<file path="src/rtl/deint_sched.sv">
// rtl/deint_sched.sv - symbol scheduler for the 802.11a receive block deinterleaver
// Splits the coded-bit stream into NCBPS-bit symbols and drives a ping-pong bank store.
module deint_sched #(
    parameter int NCBPS  = 48,
    parameter int ADDR_W = 6,
    parameter int SYM_W  = 7
) (
    input  logic              clk_i,
    input  logic              rst_n_i,
    input  logic              start_i,
    input  logic [11:0]       size_i,
    input  logic              in_valid_i,
    output logic              in_ready_o,
    output logic              wr_en_o,
    output logic              wr_bank_o,
    output logic [ADDR_W-1:0] wr_addr_o,
    output logic              rd_en_o,
    output logic              rd_bank_o,
    output logic [ADDR_W-1:0] rd_addr_o,
    output logic              out_valid_o,
    output logic              last_sym_o,
    output logic [SYM_W-1:0]  sym_count_o,
    output logic              busy_o,
    output logic              done_o,
    output logic              err_o
);

    typedef enum logic [1:0] {S_IDLE, S_CHECK, S_RUN, S_DRAIN} state_t;

    localparam logic [11:0]       NCBPS_W   = 12'(NCBPS);
    localparam logic [ADDR_W-1:0] ADDR_LAST = ADDR_W'(NCBPS - 1);

    state_t             state_q, state_d;
    logic [11:0]        rem_q, rem_d;
    logic [SYM_W-1:0]   nsym_q, nsym_d;
    logic [SYM_W-1:0]   wr_cnt_q, wr_cnt_d;
    logic [SYM_W-1:0]   sym_count_q, sym_count_d;
    logic [ADDR_W-1:0]  wr_addr_q, wr_addr_d;
    logic [ADDR_W-1:0]  rd_addr_q, rd_addr_d;
    logic               wr_bank_q, wr_bank_d;
    logic               rd_bank_q, rd_bank_d;
    logic               rd_en_q, rd_en_d;
    logic [1:0]         full_q, full_d;
    logic               out_valid_q, out_valid_d;
    logic               done_q, done_d;
    logic               err_q, err_d;
    logic               in_ready;
    logic               wr_en;

    assign in_ready = (state_q == S_RUN) && !full_q[wr_bank_q] && (wr_cnt_q < nsym_q);
    assign wr_en    = in_valid_i && in_ready;

    always_comb begin
        state_d     = state_q;
        rem_d       = rem_q;
        nsym_d      = nsym_q;
        wr_cnt_d    = wr_cnt_q;
        sym_count_d = sym_count_q;
        wr_addr_d   = wr_addr_q;
        rd_addr_d   = rd_addr_q;
        wr_bank_d   = wr_bank_q;
        rd_bank_d   = rd_bank_q;
        rd_en_d     = rd_en_q;
        full_d      = full_q;
        out_valid_d = rd_en_q;
        done_d      = 1'b0;
        err_d       = 1'b0;

        case (state_q)
            S_IDLE: begin
                if (start_i) begin
                    rem_d       = size_i;
                    nsym_d      = '0;
                    sym_count_d = '0;
                    wr_cnt_d    = '0;
                    wr_addr_d   = '0;
                    rd_addr_d   = '0;
                    wr_bank_d   = 1'b0;
                    rd_bank_d   = 1'b0;
                    full_d      = 2'b00;
                    state_d     = S_CHECK;
                end
            end
            // Repeated subtraction: one symbol per cycle, remainder must end at zero.
            S_CHECK: begin
                if (rem_q >= NCBPS_W) begin
                    rem_d  = rem_q - NCBPS_W;
                    nsym_d = nsym_q + SYM_W'(1);
                end else if (rem_q == 12'd0 && nsym_q != '0) begin
                    state_d = S_RUN;
                end else begin
                    err_d   = 1'b1;
                    state_d = S_IDLE;
                end
            end
            S_RUN: begin
                if (wr_en) begin
                    if (wr_addr_q == ADDR_LAST) begin
                        wr_addr_d         = '0;
                        wr_bank_d         = ~wr_bank_q;
                        full_d[wr_bank_q] = 1'b1;
                        wr_cnt_d          = wr_cnt_q + SYM_W'(1);
                        if (wr_cnt_d == nsym_q) begin
                            state_d = S_DRAIN;
                        end
                    end else begin
                        wr_addr_d = wr_addr_q + ADDR_W'(1);
                    end
                end
            end
            S_DRAIN: begin
                if (out_valid_q && !rd_en_q && sym_count_q == nsym_q) begin
                    done_d  = 1'b1;
                    state_d = S_IDLE;
                end
            end
            default: state_d = S_IDLE;
        endcase

        // Read side sees a fill landing on this edge so readout starts the very next cycle.
        if (state_q == S_RUN || state_q == S_DRAIN) begin
            if (rd_en_q) begin
                if (rd_addr_q == ADDR_LAST) begin
                    rd_addr_d         = '0;
                    rd_en_d           = 1'b0;
                    full_d[rd_bank_q] = 1'b0;
                    rd_bank_d         = ~rd_bank_q;
                    sym_count_d       = sym_count_q + SYM_W'(1);
                end else begin
                    rd_addr_d = rd_addr_q + ADDR_W'(1);
                end
            end else if (full_d[rd_bank_q]) begin
                rd_en_d = 1'b1;
            end
        end
    end

    always_ff @(posedge clk_i or negedge rst_n_i) begin
        if (!rst_n_i) begin
            state_q     <= S_IDLE;
            rem_q       <= '0;
            nsym_q      <= '0;
            wr_cnt_q    <= '0;
            sym_count_q <= '0;
            wr_addr_q   <= '0;
            rd_addr_q   <= '0;
            wr_bank_q   <= 1'b0;
            rd_bank_q   <= 1'b0;
            rd_en_q     <= 1'b0;
            full_q      <= 2'b00;
            out_valid_q <= 1'b0;
            done_q      <= 1'b0;
            err_q       <= 1'b0;
        end else begin
            state_q     <= state_d;
            rem_q       <= rem_d;
            nsym_q      <= nsym_d;
            wr_cnt_q    <= wr_cnt_d;
            sym_count_q <= sym_count_d;
            wr_addr_q   <= wr_addr_d;
            rd_addr_q   <= rd_addr_d;
            wr_bank_q   <= wr_bank_d;
            rd_bank_q   <= rd_bank_d;
            rd_en_q     <= rd_en_d;
            full_q      <= full_d;
            out_valid_q <= out_valid_d;
            done_q      <= done_d;
            err_q       <= err_d;
        end
    end

    assign in_ready_o  = in_ready;
    assign wr_en_o     = wr_en;
    assign wr_bank_o   = wr_bank_q;
    assign wr_addr_o   = wr_addr_q;
    assign rd_en_o     = rd_en_q;
    assign rd_bank_o   = rd_bank_q;
    assign rd_addr_o   = rd_addr_q;
    assign out_valid_o = out_valid_q;
    assign last_sym_o  = rd_en_q && (sym_count_q == nsym_q - SYM_W'(1));
    assign sym_count_o = sym_count_q;
    assign busy_o      = (state_q != S_IDLE);
    assign done_o      = done_q;
    assign err_o       = err_q;

endmodule
</file>
<file path="config.mk">
export PLATFORM = sky130hd
export DESIGN_NAME = deint_sched
export DESIGN_NICKNAME = d
export VERILOG_FILES = /design/src/rtl/deint_sched.sv
export SDC_FILE = /design/constraint.sdc
export NUM_CORES = 1
export LEC_CHECK = 0
export BUFFER_PORTS_ARGS = -buffer_cell sky130_fd_sc_hd__buf_2
export CORE_MARGIN = 5
export CORE_UTILIZATION = 45
export DETAILED_ROUTE_END_ITERATION = 12
export GPL_TIMING_DRIVEN = 0
export MAX_ROUTING_LAYER = met4
export PLACE_DENSITY_LB_ADDON = 0.1
export SLEW_MARGIN = 20
export SYNTH_ARGS = -nofsm -noshare
export SYNTH_HDL_FRONTEND = slang
export SYNTH_SLANG_ARGS = --single-unit
export TNS_END_PERCENT = 100
</file>
<file path="constraint.sdc">
create_clock -name clk_i -period 2.4 [get_ports clk_i]
set_input_delay 0.12 -clock clk_i [delete_from_list [all_inputs] [get_ports clk_i]]
set_output_delay 0.12 -clock clk_i [all_outputs]
set_load 0.03 [all_outputs]
</file>
# After elaboration in Yosys (flattened, before gate mapping)
# Cells that the tools add are included.
# word_totals
reg_bits,55
output_inout_bits,29
elab_cells,132
# classes
n_addsub,7
n_lt_le_gt_ge,6
eq_ne,15
n_mux,63
n_bitwise,5
n_reduce_logical,22
# op_table
operator,count
7-bit two-way mux,9
6-bit two-way mux,8
7-bit case mux with 2 select lines,2
2-bit two-way mux,13
12-bit two-way mux,2
12-bit case mux with 2 select lines,1
1-bit two-way mux,22
7-bit by 1-bit adder with 7-bit output (second input constant),3
7-bit equality test,3
6-bit by 1-bit adder with 6-bit output (second input constant),2
6-bit equality test (second input constant),2
12-bit by 6-bit greater-or-equal comparator with 1-bit output (second input constant),1
12-bit logical NOT,1
6-bit case mux with 2 select lines,1
12-bit by 6-bit subtractor with 12-bit output (second input constant),1
2-bit inequality test (second input constant),5
1-bit logical AND,9
2-bit case mux with 4 select lines,1
7-bit less-than comparator,1
7-bit nonzero test,1
7-bit by 1-bit subtractor with 7-bit output (second input constant),1
3-bit AND reduction,2
6-bit AND reduction,1
2-bit nonzero test,3
other kinds (16),23

# Longest topological paths before layout
# Gate-level depths: netlist of the first run.
# logic_depth
depth_word,12
ltp_mapped,9
mapped_depth_nobuf,7

# Least setup slack after synthesis of the first run
# OpenSTA, ideal clock, no wires.
# synth_path
path_type,reg-to-reg
startpoint,reg nsym_q[4]
endpoint,reg wr_addr_q[0] (netlist: wr_addr_o[0])
t_arrival_ns,2.332
path_slack_ns,-0.061
path_stages_with_launch,10
path_cell_list,dfrtp_1 -> clkbuf_1 -> inv_1 -> ha_1 -> a211o_1 -> o211ai_2 -> and3_1 -> clkbuf_1 -> mux2i_1 -> o21ai_0
# synth_via
elab_chain_len,5
# synth_rtl
element,line_no,source
start: declaration,35,"logic [SYM_W-1:0] nsym_q, nsym_d;"
start signal: assignment,157,nsym_q <= nsym_d;
7-bit less-than comparator,50,assign in_ready = (state_q == S_RUN) && !full_q[wr_bank_q] && (wr_cnt_q < nsym_q);
1-bit logical AND,50,
1-bit logical AND,51,assign wr_en = in_valid_i && in_ready;
named net wr_en_o,14,"output logic wr_en_o,"
2-bit inequality test (no source line),--,
3-bit AND reduction (no source line),--,
end signal: assignment,160,wr_addr_q <= wr_addr_d;
end: declaration,38,"logic [ADDR_W-1:0] wr_addr_q, wr_addr_d;"
# The timed path passes the listed nets, and every way through them passes these cells.
# A chain may end at the register's enable or synchronous reset.

# Worst setup path in the final report of the first run
# layout_path
startpoint,reg nsym_q[4]
endpoint,out wr_en_o
# layout_via
elab_chain_len,3
# layout_rtl
element,line_no
7-bit less-than comparator,50
1-bit logical AND,50
1-bit logical AND,51
end: declaration,14
# No other way between the ends.

==> key figures, run 1 <==
Power and ir drop
  – Power Density: 777 nW/µm²
  – Max VDD drop: 581 µV
  – Sequential share of power: 41.3%
  – Logic pwr share: 42.1%
  – Tot Pwr: 3.02 mW
  – Cell Int Power: 1.77 mW
  – Clk pwr share: 16.6%
  – Lkg Pwr: 1.79 nW
  – Sw Ratio: 41.3%
  – Net Sw Power: 1.25 mW

Timing
  – Pins over their slew limit: 0
  – RSZ-0062 raised after global routing: no
  – Final setup fails: 0
  – Final Worst Setup Slack: 0.107 ns
  – Crit path time final: 2.29 ns
  – Setup TNS: 0 ns
  – Fin. Hold Viols: 0
  – Slew headroom: 28.0%
  – Fmax: 0.436 GHz
  – Hold slack: 0.0136 ns
  – Period utilization: 95.5%
  – Measured slew at the worst slew-check pin: 1.05 ns
  – Clk_skew: 0.0110 ns

Global routing
  – Initial antenna violation count: 0
  – Total global routing track utilization: 18.3%
  – First-pass GRT wire length: 14,000 µm
  – Vias in the first global route: 2,853
  – GRT overflow: 0
  – Largest net degree at the start of global routing: 56

Job
  – Max cap viols: 0

Place
  – GPL Wtd Cong: 0.845
  – Port Buffer Count: 44
  – Cell Count Post-Placement: 520
  – Pre-CTS WS: -0.268 ns
  – Post-DP Area: 3770 µm²
  – Detailed placement HPWL: 6010 µm

Min path
  – Worst min path class: in2reg
  – Worst Hold Depth: 3

Die
  – Placeable core area: 7330 µm²
  – Top Ports: 45
  – Site Rows: 31
  – Initial Util: 46.7%
  – Die Y: 97.3 µm
  – Overall die width: 97.3 µm
  – DIE AREA: 9460 µm²

Route
  – DRT antenna net count: 0
  – Iter 0 DRT Violations: 133
  – Routed vias: 2,959
  – Remaining DRCs: 0
  – DR WL/cell: 15.8 µm
  – Vias per Instance: 5.61
  – Post-Route WL: 8350 µm
  – Drt pass-1 iters: 4

Synth
  – Syn_area_per_cell: 9.09 µm²
  – Post-synthesis sequential area ratio: 40.2%
  – Post-synth EDFFs: 0
  – Ys async rst share: 100%
  – Syn nets: 409
  – Post-synthesis cell area: 3430 µm²
  – Synth Flop Type: dfrtp_1
  – Yosys warnings: 0
  – #FFs+latches synth: 55
  – Netlist cell types: 62
  – Post-Syn Instances: 377

Critical path
  – Critical Setup Path Class: reg2out
  – CP Capture Type: primary output
  – WP data arrival: 2.17 ns
  – Worst EP required: 2.28 ns
  – Flop-to-flop setup slack: 0.16 ns
  – Worst Path Max Fanout: 6
  – R2R cell count: 8
  – Setup crit start kind: flop

CTS
  – CTS sink cnt: 55
  – CTS tree: done
  – Clock buffer depth: 2
  – Worst-path clk slew: 0.09 ns
  – Clock H-tree levels: 2
  – Root Driver: clkbuf_8
  – TritonCTS Buffers: 5
  – Clk_lat worst skew: 0.31 ns

Layout
  – Most frequent cells in the layout: dfrtp_1 (50), buf_2 (47), nand2_1 (35), o21ai_0 (35), nor2_1 (31)
  – Final Core Density: 53.1%
  – Layout area overhead: 13.5%
  – Finished Cell Area: 3890 µm²
  – Final net count: 461
  – Fin cells: 527
  – Fill count: 686
  – Commonest non-fill, non-tap cell in the layout: dfrtp_1
  – Layout cell share with drive strength beyond 1: 18.5%
  – Ant diodes: 0

Status
  – Status: finished clean
## cell usage after synthesis, types with 2 or more instances
cell type | n | area (µm²)
a211o_1 | 3 | 26.3
dfrtp_1 | 55 | 1380
nor3_1 | 11 | 55.1
a32oi_1 | 2 | 17.5
nand3_1 | 19 | 95.1
nor2b_1 | 6 | 37.5
mux2_2 | 3 | 33.8
or4_1 | 2 | 15.0
buf_2 | 4 | 20.0
nand2b_1 | 2 | 12.5
nand2_1 | 35 | 131
and3_1 | 6 | 37.5
nand4b_1 | 2 | 17.5
nor2_1 | 31 | 116
o31ai_1 | 6 | 45.0
a31oi_1 | 5 | 31.3
o22a_1 | 2 | 17.5
or4_4 | 2 | 22.5
ha_1 | 16 | 200
nand4_1 | 11 | 68.8
xor2_1 | 7 | 61.3
and4_1 | 2 | 17.5
a21oi_1 | 10 | 50.1
clkbuf_1 | 11 | 41.3
xnor2_1 | 15 | 131
a21o_1 | 6 | 45.0
inv_1 | 17 | 63.8
or3_1 | 5 | 31.3
o21ai_0 | 35 | 175
mux2i_1 | 7 | 70.1
o21bai_1 | 2 | 15.0
a22oi_1 | 2 | 15.0
nor4_1 | 4 | 25.0
and2_1 | 3 | 18.8
## logic make-up after synthesis
group	after synthesis	synth area share, %
fa+ha+maj	16	5.84
buf+inv	34	4.09
mux	10	3.03
simple gates	152	24.0
xor+xnor	22	5.62
flops	55	40.2
compound gates	88	17.2
## metal layers
metal	track usage, %	vias up	wire length (µm)
met5	-	-	0
met4	5.01	0	129
met3	3.23	11	218
met2	29.9	41	4080
met1	23.6	1439	3930
li1	-	1468	-
## power groups by stage
stage	Sequential, mW	Combinational, mW	Clock [mW]
after floorplan	1.20	0.997	0
after global placement	1.23	1.27	0
after detailed placement	1.23	1.30	0
after CTS	1.24	1.27	0.523
after global routing	1.28	1.43	0.563
final	1.25	1.27	0.502
## repair_timing
item                                   4_1_cts  5_1_grt
hold buffers                                 4        0
setup buffers                                1        0
pin swaps                                    0        0
endpoints found under the hold margin       58        0
resized for setup                            2        4
setup endpoints to repair                   19       10
## layout make-up
cell class	count	area, µm²	share of cell area [%]
Buffer	13	62.6	1.61
Clock buffer	5	68.8	1.77
Clock inverter	1	7.51	0.193
Inverter	17	63.8	1.64
Multi-Input combinational cell	288	1910	49.1
Sequential cell	55	1380	35.5
Tap cell	99	124	3.18
Timing Repair Buffer	49	270	6.95
## worst max-delay path: stages (launching register included)
cell,delay (ns)
dfrtp_2,0.42
inv_1,0.12
ha_1,0.26
a211o_1,0.31
o211ai_2,0.18
and3_1,0.21
clkbuf_2,0.15
buf_2,0.21
## state kept, by name (all words and copies together), names as in the netlist, 2 cells and up, named ones only
register / flops
full_q: 2
nsym_q: 7
rd_addr_o: 6
rem_q: 12
sym_count_o: 7
wr_addr_o: 6
wr_cnt_q: 7
## worst paths after layout
kind                            from           end
min in group asynchronous    rst_n_i  wr_addr_o[4]
max in group asynchronous    rst_n_i     nsym_q[5]
min reg2reg                 rem_q[2]      rem_q[2]
max reg2reg                nsym_q[4]     full_q[1]
min                        size_i[0]      rem_q[0]
max                        nsym_q[4]       wr_en_o
(Power assumes the default switching activity.)
==> run 2: changes to the inputs <==
Settings changed: CELL_PAD_IN_SITES_DETAIL_PLACEMENT set to 1, CELL_PAD_IN_SITES_GLOBAL_PLACEMENT set to 1, CORE_UTILIZATION 45 to 40, REMOVE_ABC_BUFFERS set to 1.
==> key figures, run 2 (synthesis gave the netlist of run 1 again) <==
Timing
  – Hold slack: 0.0131 ns (-0.000462 ns)
  – Final setup fails: 0 (unchanged)
  – RSZ-0062 raised after global routing: no
  – Clk_skew: 0.00794 ns (-0.00309 ns)
  – Measured slew at the worst slew-check pin: 0.818 ns (-0.235 ns)
  – Slew headroom: 45.3% (+17 points)
  – Pins over their slew limit: 0 (unchanged)
  – Final Worst Setup Slack: 0.131 ns (+0.0234 ns)
  – Fmax: 0.441 GHz (+1.0%)
  – Period utilization: 94.5% (-0.97 points)
  – Fin. Hold Viols: 0 (unchanged)
  – Crit path time final: 2.27 ns (-0.0234 ns)

Global routing
  – First-pass GRT wire length: 15,500 µm (+11%)
  – Met1 usage: 24.0% (+0.42 points)
  – Met2 GRT Util: 33.4% (+3.5 points)
  – Total global routing track utilization: 19.0% (+0.72 points)
  – Met3 Resource Use GR: 2.23% (-1.0 points)
  – Initial antenna violation count: 0 (unchanged)
  – Vias in the first global route: 3,161 (+11%)
  – GRT overflow: 0 (unchanged)
  – Most Crowded Layer GR: met2
  – Largest net degree at the start of global routing: 56 (unchanged)

Layout
  – Register bank with the most flops: rem_q
  – Ant diodes: 0 (unchanged)
  – Most frequent cells in the layout: dfrtp_1 (49), buf_2 (43), nand2_1 (35), o21ai_0 (35), nor2_1 (31)
  – Fill count: 1,008 (+47%)
  – Fin cells: 526 (-0.19%)
  – Max FFs per register: 12 (unchanged)
  – Layout cell share with drive strength beyond 1: 20.0% (+1.5 points)
  – Layout area overhead: 14.5%
  – Final net count: 453 (-1.7%)
  – Commonest non-fill, non-tap cell in the layout: dfrtp_1

Critical path
  – Reg2Reg Launch Point: nsym_q[2]
  – R2R cell count: 7 (-1)
  – Flop-to-flop setup slack: 0.17 ns (about the same)
  – Crit-path max cell delay: 0.47 ns (+0.05 ns)
  – Crit-path cells: inv_1 > ha_1 > a211o_1 > o211ai_4 > and3_2 > buf_2
  – WP data arrival: 2.15 ns (-0.02 ns)
  – CP Capture Type: primary output
  – RR Endpoint: wr_addr_o[5]
  – Crit. Startpoint: nsym_q[5]
  – Worst Path Max Fanout: 7 (+1)
  – Worst EP required: 2.28 ns (about the same)
  – Critical Path Slowest Stage Cell: dfrtp_2
  – Critical Setup Path Class: reg2out
  – Setup crit start kind: flop
  – CP endpoint: wr_en_o

CTS
  – TritonCTS Buffers: 5 (unchanged)
  – CTS tree: done
  – Clock H-tree levels: 2 (unchanged)
  – Root Driver: clkbuf_8
  – CTS sink cnt: 55 (unchanged)
  – Clk_lat worst skew: 0.30 ns (about the same)
  – Clock buffer depth: 2 (unchanged)
  – Worst-path clk slew: 0.10 ns (about the same)

Die
  – Placeable core area: 8300 µm² (+13%)
  – Die Y: 103 µm (+5.4%)
  – Top Ports: 45 (unchanged)
  – Site Rows: 33 (+6.5%)
  – Overall die width: 103 µm (+5.4%)
  – Initial Util: 41.3% (-5.5 points)
  – DIE AREA: 10,500 µm² (+11%)

Route
  – Routed vias: 3,004 (+1.5%)
  – Remaining DRCs: 0 (unchanged)
  – DRT antenna net count: 0 (unchanged)
  – Vias per Instance: 5.71 (+1.7%)
  – Drt pass-1 iters: 5 (+1)
  – Iter 0 DRT Violations: 113 (-15%)
  – DR WL/cell: 17.6 µm (+11%)
  – Post-Route WL: 9260 µm (+11%)

Power and ir drop
  – Power Density: 782 nW/µm² (+0.62%)
  – Max VDD drop: 426 µV (-27%)
  – Lkg Pwr: 1.80 nW (+0.53%)

Job
  – Max cap viols: 0 (unchanged)

Place
  – GPL Wtd Cong: 0.813 (-3.9%)
  – Detailed placement HPWL: 6560 µm (+9.3%)
  – Pre-CTS WS: -0.206 ns (+0.0616 ns)
  – Port Buffer Count: 44 (unchanged)
  – Cell Count Post-Placement: 510 (-1.9%)

Status
  – Status: finished clean

Min path
  – Worst min path class: in2reg
[run 2: critical path: cells and delay by family (launching register included)]
family                   cells  cell delay [ns]
flip-flops                   1             0.47
AO/OA/AOI/OAI                2             0.48
AND/OR/NAND/NOR              1             0.29
adder cells (fa/ha/maj)      1             0.27
buffers and inverters        2             0.34
[run 2: power by group]
group / switching (mW) / internal [mW] / total, mW / leakage, nW
registers: 0.229 / 1.08 / 1.30 / 0.732
logic: 0.741 / 0.489 / 1.23 / 1.03
clock network: 0.306 / 0.228 / 0.534 / 0.0470
total: 1.28 / 1.79 / 3.07 / 1.80
[run 2: layout make-up]
cell class	instances	area (µm²)	share of cell area (%)
well taps	105	131	3.35
repair buffers	54	328	8.35
clock inverters	1	5.00	0.128
multi-input cells	288	1930	49.2
flip-flops and latches	55	1380	35.3
clock buffers	6	82.6	2.10
inverters	17	63.8	1.63
[run 2: worst min path at each step]
| stage | from | to | slack (ns) | depth (start not counted) |
|---|---|---|---|---|
| 2_1_floorplan | rst_n_i | asynchronous set/reset pin | -0.18 | 0 |
| 3_3_place_gp | size_i[2] | rem_q[2] | 0.31 | 3 |
| 3_5_place_dp | rst_n_i | wr_addr_o[4] | 0.23 | 1 |
| 4_1_cts | size_i[0] | rem_q[0] | 0.005 | 3 |
| 5_1_grt | size_i[0] | rem_q[0] | 0.009 | 3 |
| 6_report | size_i[0] | rem_q[0] | 0.01 | 3 |
[run 2: what timing repair did]
| action | in CTS | in global routing |
|---|---|---|
| pin swaps | 1 | 0 |
| setup endpoints to repair | 16 | 21 |
| setup buffers | 5 | 0 |
| hold endpoints to repair | 58 | 0 |
| resized for setup | 3 | 8 |
| hold buffers | 4 | 0 |
[run 2: stage by stage]
step / TNS [ns] / util [%] / power, mW / cell area [µm²]
6_report: 0 / 47.3 / 3.07 / 3920
3_3_place_gp: -11.62 / 44.6 / 2.47 / 3700
5_1_grt: 0 / 47.3 / 3.30 / 3920
3_5_place_dp: -1.20 / 44.8 / 2.53 / 3720
4_1_cts: 0 / 47.0 / 3.09 / 3900
2_1_floorplan: 0 / - / 2.15 / 3350
[run 2: routing by layer]
| layer | wire (µm) | up-vias |
|---|---|---|
| met4 | 39 | 0 |
| met5 | 0 | - |
| met2 | 4640 | 39 |
| li1 | - | 1448 |
| met3 | 248 | 2 |
| met1 | 4330 | 1515 |
==> run 3: changes to the inputs <==
--- a/constraint.sdc
+++ b/constraint.sdc
@@ -3,2 +3,2 @@
 set_output_delay 0.12 -clock clk_i [all_outputs]
-set_load 0.03 [all_outputs]
+set_load 0.1 [all_outputs]
==> key figures, run 3 (synthesis gave the netlist of run 1 again) <==
CTS
  – Clk_lat worst skew: 0.31 ns (about the same)
  – Clock H-tree levels: 2 (unchanged)
  – Worst-path clk slew: 0.10 ns (about the same)
  – CTS tree: done
  – Root Driver: clkbuf_8
  – Clock buffer depth: 2 (unchanged)
  – CTS sink cnt: 55 (unchanged)
  – TritonCTS Buffers: 5 (unchanged)

Critical path
  – Worst Path Max Fanout: 7 (unchanged)
  – Worst EP required: 2.28 ns (about the same)
  – CP delay by family, top: compound AO/OA/AOI/OAI gates
  – CP Capture Type: primary output
  – Setup crit start kind: flop
  – CP bufs+invs: 2 (unchanged)
  – Crit-path max cell delay: 0.47 ns (about the same)
  – Crit-path cells: inv_1 > ha_1 > a211o_1 > o211ai_4 > and3_2 > buf_6
  – Critical Path Slowest Stage Cell: dfrtp_2
  – Critical Setup Path Class: reg2out
  – WP data arrival: 2.18 ns (+0.03 ns)

Power and ir drop
  – Power Density: 801 nW/µm² (+2.4%)
  – Tot Pwr: 3.17 mW (+3.4%)
  – Lkg Pwr: 1.82 nW (+0.69%)
  – Max VDD drop: 428 µV (+0.32%)

Layout
  – Most frequent cells in the layout: dfrtp_1 (49), buf_2 (40), nand2_1 (35), o21ai_0 (35), nor2_1 (31)
  – Register bank with the most flops: rem_q
  – Commonest non-fill, non-tap cell in the layout: dfrtp_1
  – Layout area overhead: 15.7%
  – Ant diodes: 0 (unchanged)
  – Final net count: 455 (+0.44%)
  – Final Core Density: 47.7% (+0.47 points)
  – Layout cell share with drive strength beyond 1: 20.6% (+0.61 points)
  – Max FFs per register: 12 (unchanged)
  – Finished Cell Area: 3960 µm² (+0.99%)

Timing
  – Period utilization: 95.8% (+1.3 points)
  – Fin. Hold Viols: 0 (unchanged)
  – Crit path time final: 2.30 ns (+0.0301 ns)
  – Slew headroom: 45.3% (unchanged)
  – Final setup fails: 0 (unchanged)
  – Pins over their slew limit: 0 (unchanged)
  – Clk_skew: 0.00873 ns (+0.000793 ns)
  – Hold slack: 0.0105 ns (-0.00260 ns)
  – Measured slew at the worst slew-check pin: 0.818 ns (+0.0000000596 ns)
  – Final Worst Setup Slack: 0.101 ns (-0.0301 ns)
  – Fmax: 0.435 GHz (-1.3%)

Route
  – Post-Route WL: 9330 µm (+0.80%)
  – Met1 Wirelength: 4340 µm (+0.21%)
  – DRT antenna net count: 0 (unchanged)
  – Drt pass-1 iters: 4 (-1)
  – Met2 WL: 4660 µm (+0.52%)
  – DR WL/cell: 17.7 µm (+0.42%)
  – Vias per Instance: 5.73 (+0.28%)
  – Met3 Wirelength: 249 µm (+0.40%)
  – Remaining DRCs: 0 (unchanged)
  – Iter 0 DRT Violations: 122 (+8.0%)
  – Max Used Layer: met4
  – Routed vias: 3,024 (+0.67%)

Job
  – Max cap viols: 0 (unchanged)

Die
  – Site Rows: 33 (unchanged)
  – DIE AREA: 10,500 µm² (unchanged)
  – Top Ports: 45 (unchanged)
  – Die Y: 103 µm (unchanged)
  – Placeable core area: 8300 µm² (unchanged)
  – Initial Util: 41.3% (unchanged)
  – Overall die width: 103 µm (unchanged)

Place
  – Post-DP Area: 3720 µm² (unchanged)
  – Detailed placement HPWL: 6560 µm (unchanged)
  – Port Buffer Count: 44 (unchanged)
  – GPL Wtd Cong: 0.813 (unchanged)
  – Pre-CTS WS: -0.206 ns (unchanged)

Global routing
  – Total global routing track utilization: 19.0% (unchanged)
  – Largest net degree at the start of global routing: 56 (unchanged)
  – Initial antenna violation count: 0 (unchanged)
  – GRT overflow: 0 (unchanged)
  – Vias in the first global route: 3,161 (unchanged)
  – First-pass GRT wire length: 15,500 µm (unchanged)

Status
  – Status: finished clean

Min path
  – Worst min path class: in2reg
==> run 3: cell types whose count changed in the layout (fill, tap and decap cells not counted), sizes merged <==
cell  before  now
buf       50   52
==> run 3: stage by stage <==
| stage | TNS, ns | instances |
|---|---|---|
| floorplan | -2.65 | 360 |
| global placement | -11.67 | 509 |
| detailed placement | -1.29 | 510 |
| CTS | -0.0200 | 526 |
| global route | -0.0157 | 528 |
| finish | 0 | 528 |
==> run 3: routing by layer <==
| metal | vias up | track usage [%] |
|---|---|---|
| met1 | 1520 | 24.0 |
| met2 | 46 | 33.4 |
| met3 | 6 | 2.23 |
| met4 | 0 | 3.03 |
| met5 | - | - |
| li1 | 1452 | - |
==> run 3: repair_timing <==
action                     CTS  global route
gates resized for setup      9             9
pin swaps                    1             0
setup endpoints to repair   17            21
setup buffers                5             2
gates cloned                 0             0
hold endpoints to repair    58             0
hold buffers                 4             0
==> run 3: final cells by class <==
| cell class | count | area, µm² |
|---|---|---|
| inverters | 17 | 63.8 |
| flip-flops and latches | 55 | 1380 |
| repair buffers | 56 | 362 |
| fillers | 1005 | 4340 |
| clock inverters | 1 | 5.00 |
| well taps | 105 | 131 |
| clock buffers | 6 | 82.6 |
| multi-input cells | 288 | 1930 |
==> run 3: power by group <==
part | switching [mW] | internal (mW)
logic | 0.835 | 0.503
registers | 0.224 | 1.08
clock network | 0.307 | 0.228
total | 1.37 | 1.81
==> run 3: final timing paths <==
check	from	end	slack (ns)	cells after the start
max in group asynchronous	rst_n_i	nsym_q[1]	1.45	2
setup reg to reg	flop	wr_addr_o[5]	0.16	5
hold / removal	size_i[0]	rem_q[0]	0.01	3
setup / recovery	nsym_q[5]	wr_en_o	0.10	6
hold reg to reg	rem_q[0]	rem_q[0]	0.49	2
min in group asynchronous	rst_n_i	wr_addr_o[5]	0.40	2
==> run 3: tightest hold or removal path, stage by stage <==
cell and delay, ns:
buf_2 0.07, nand2_1 0.04, nand2_1 0.05
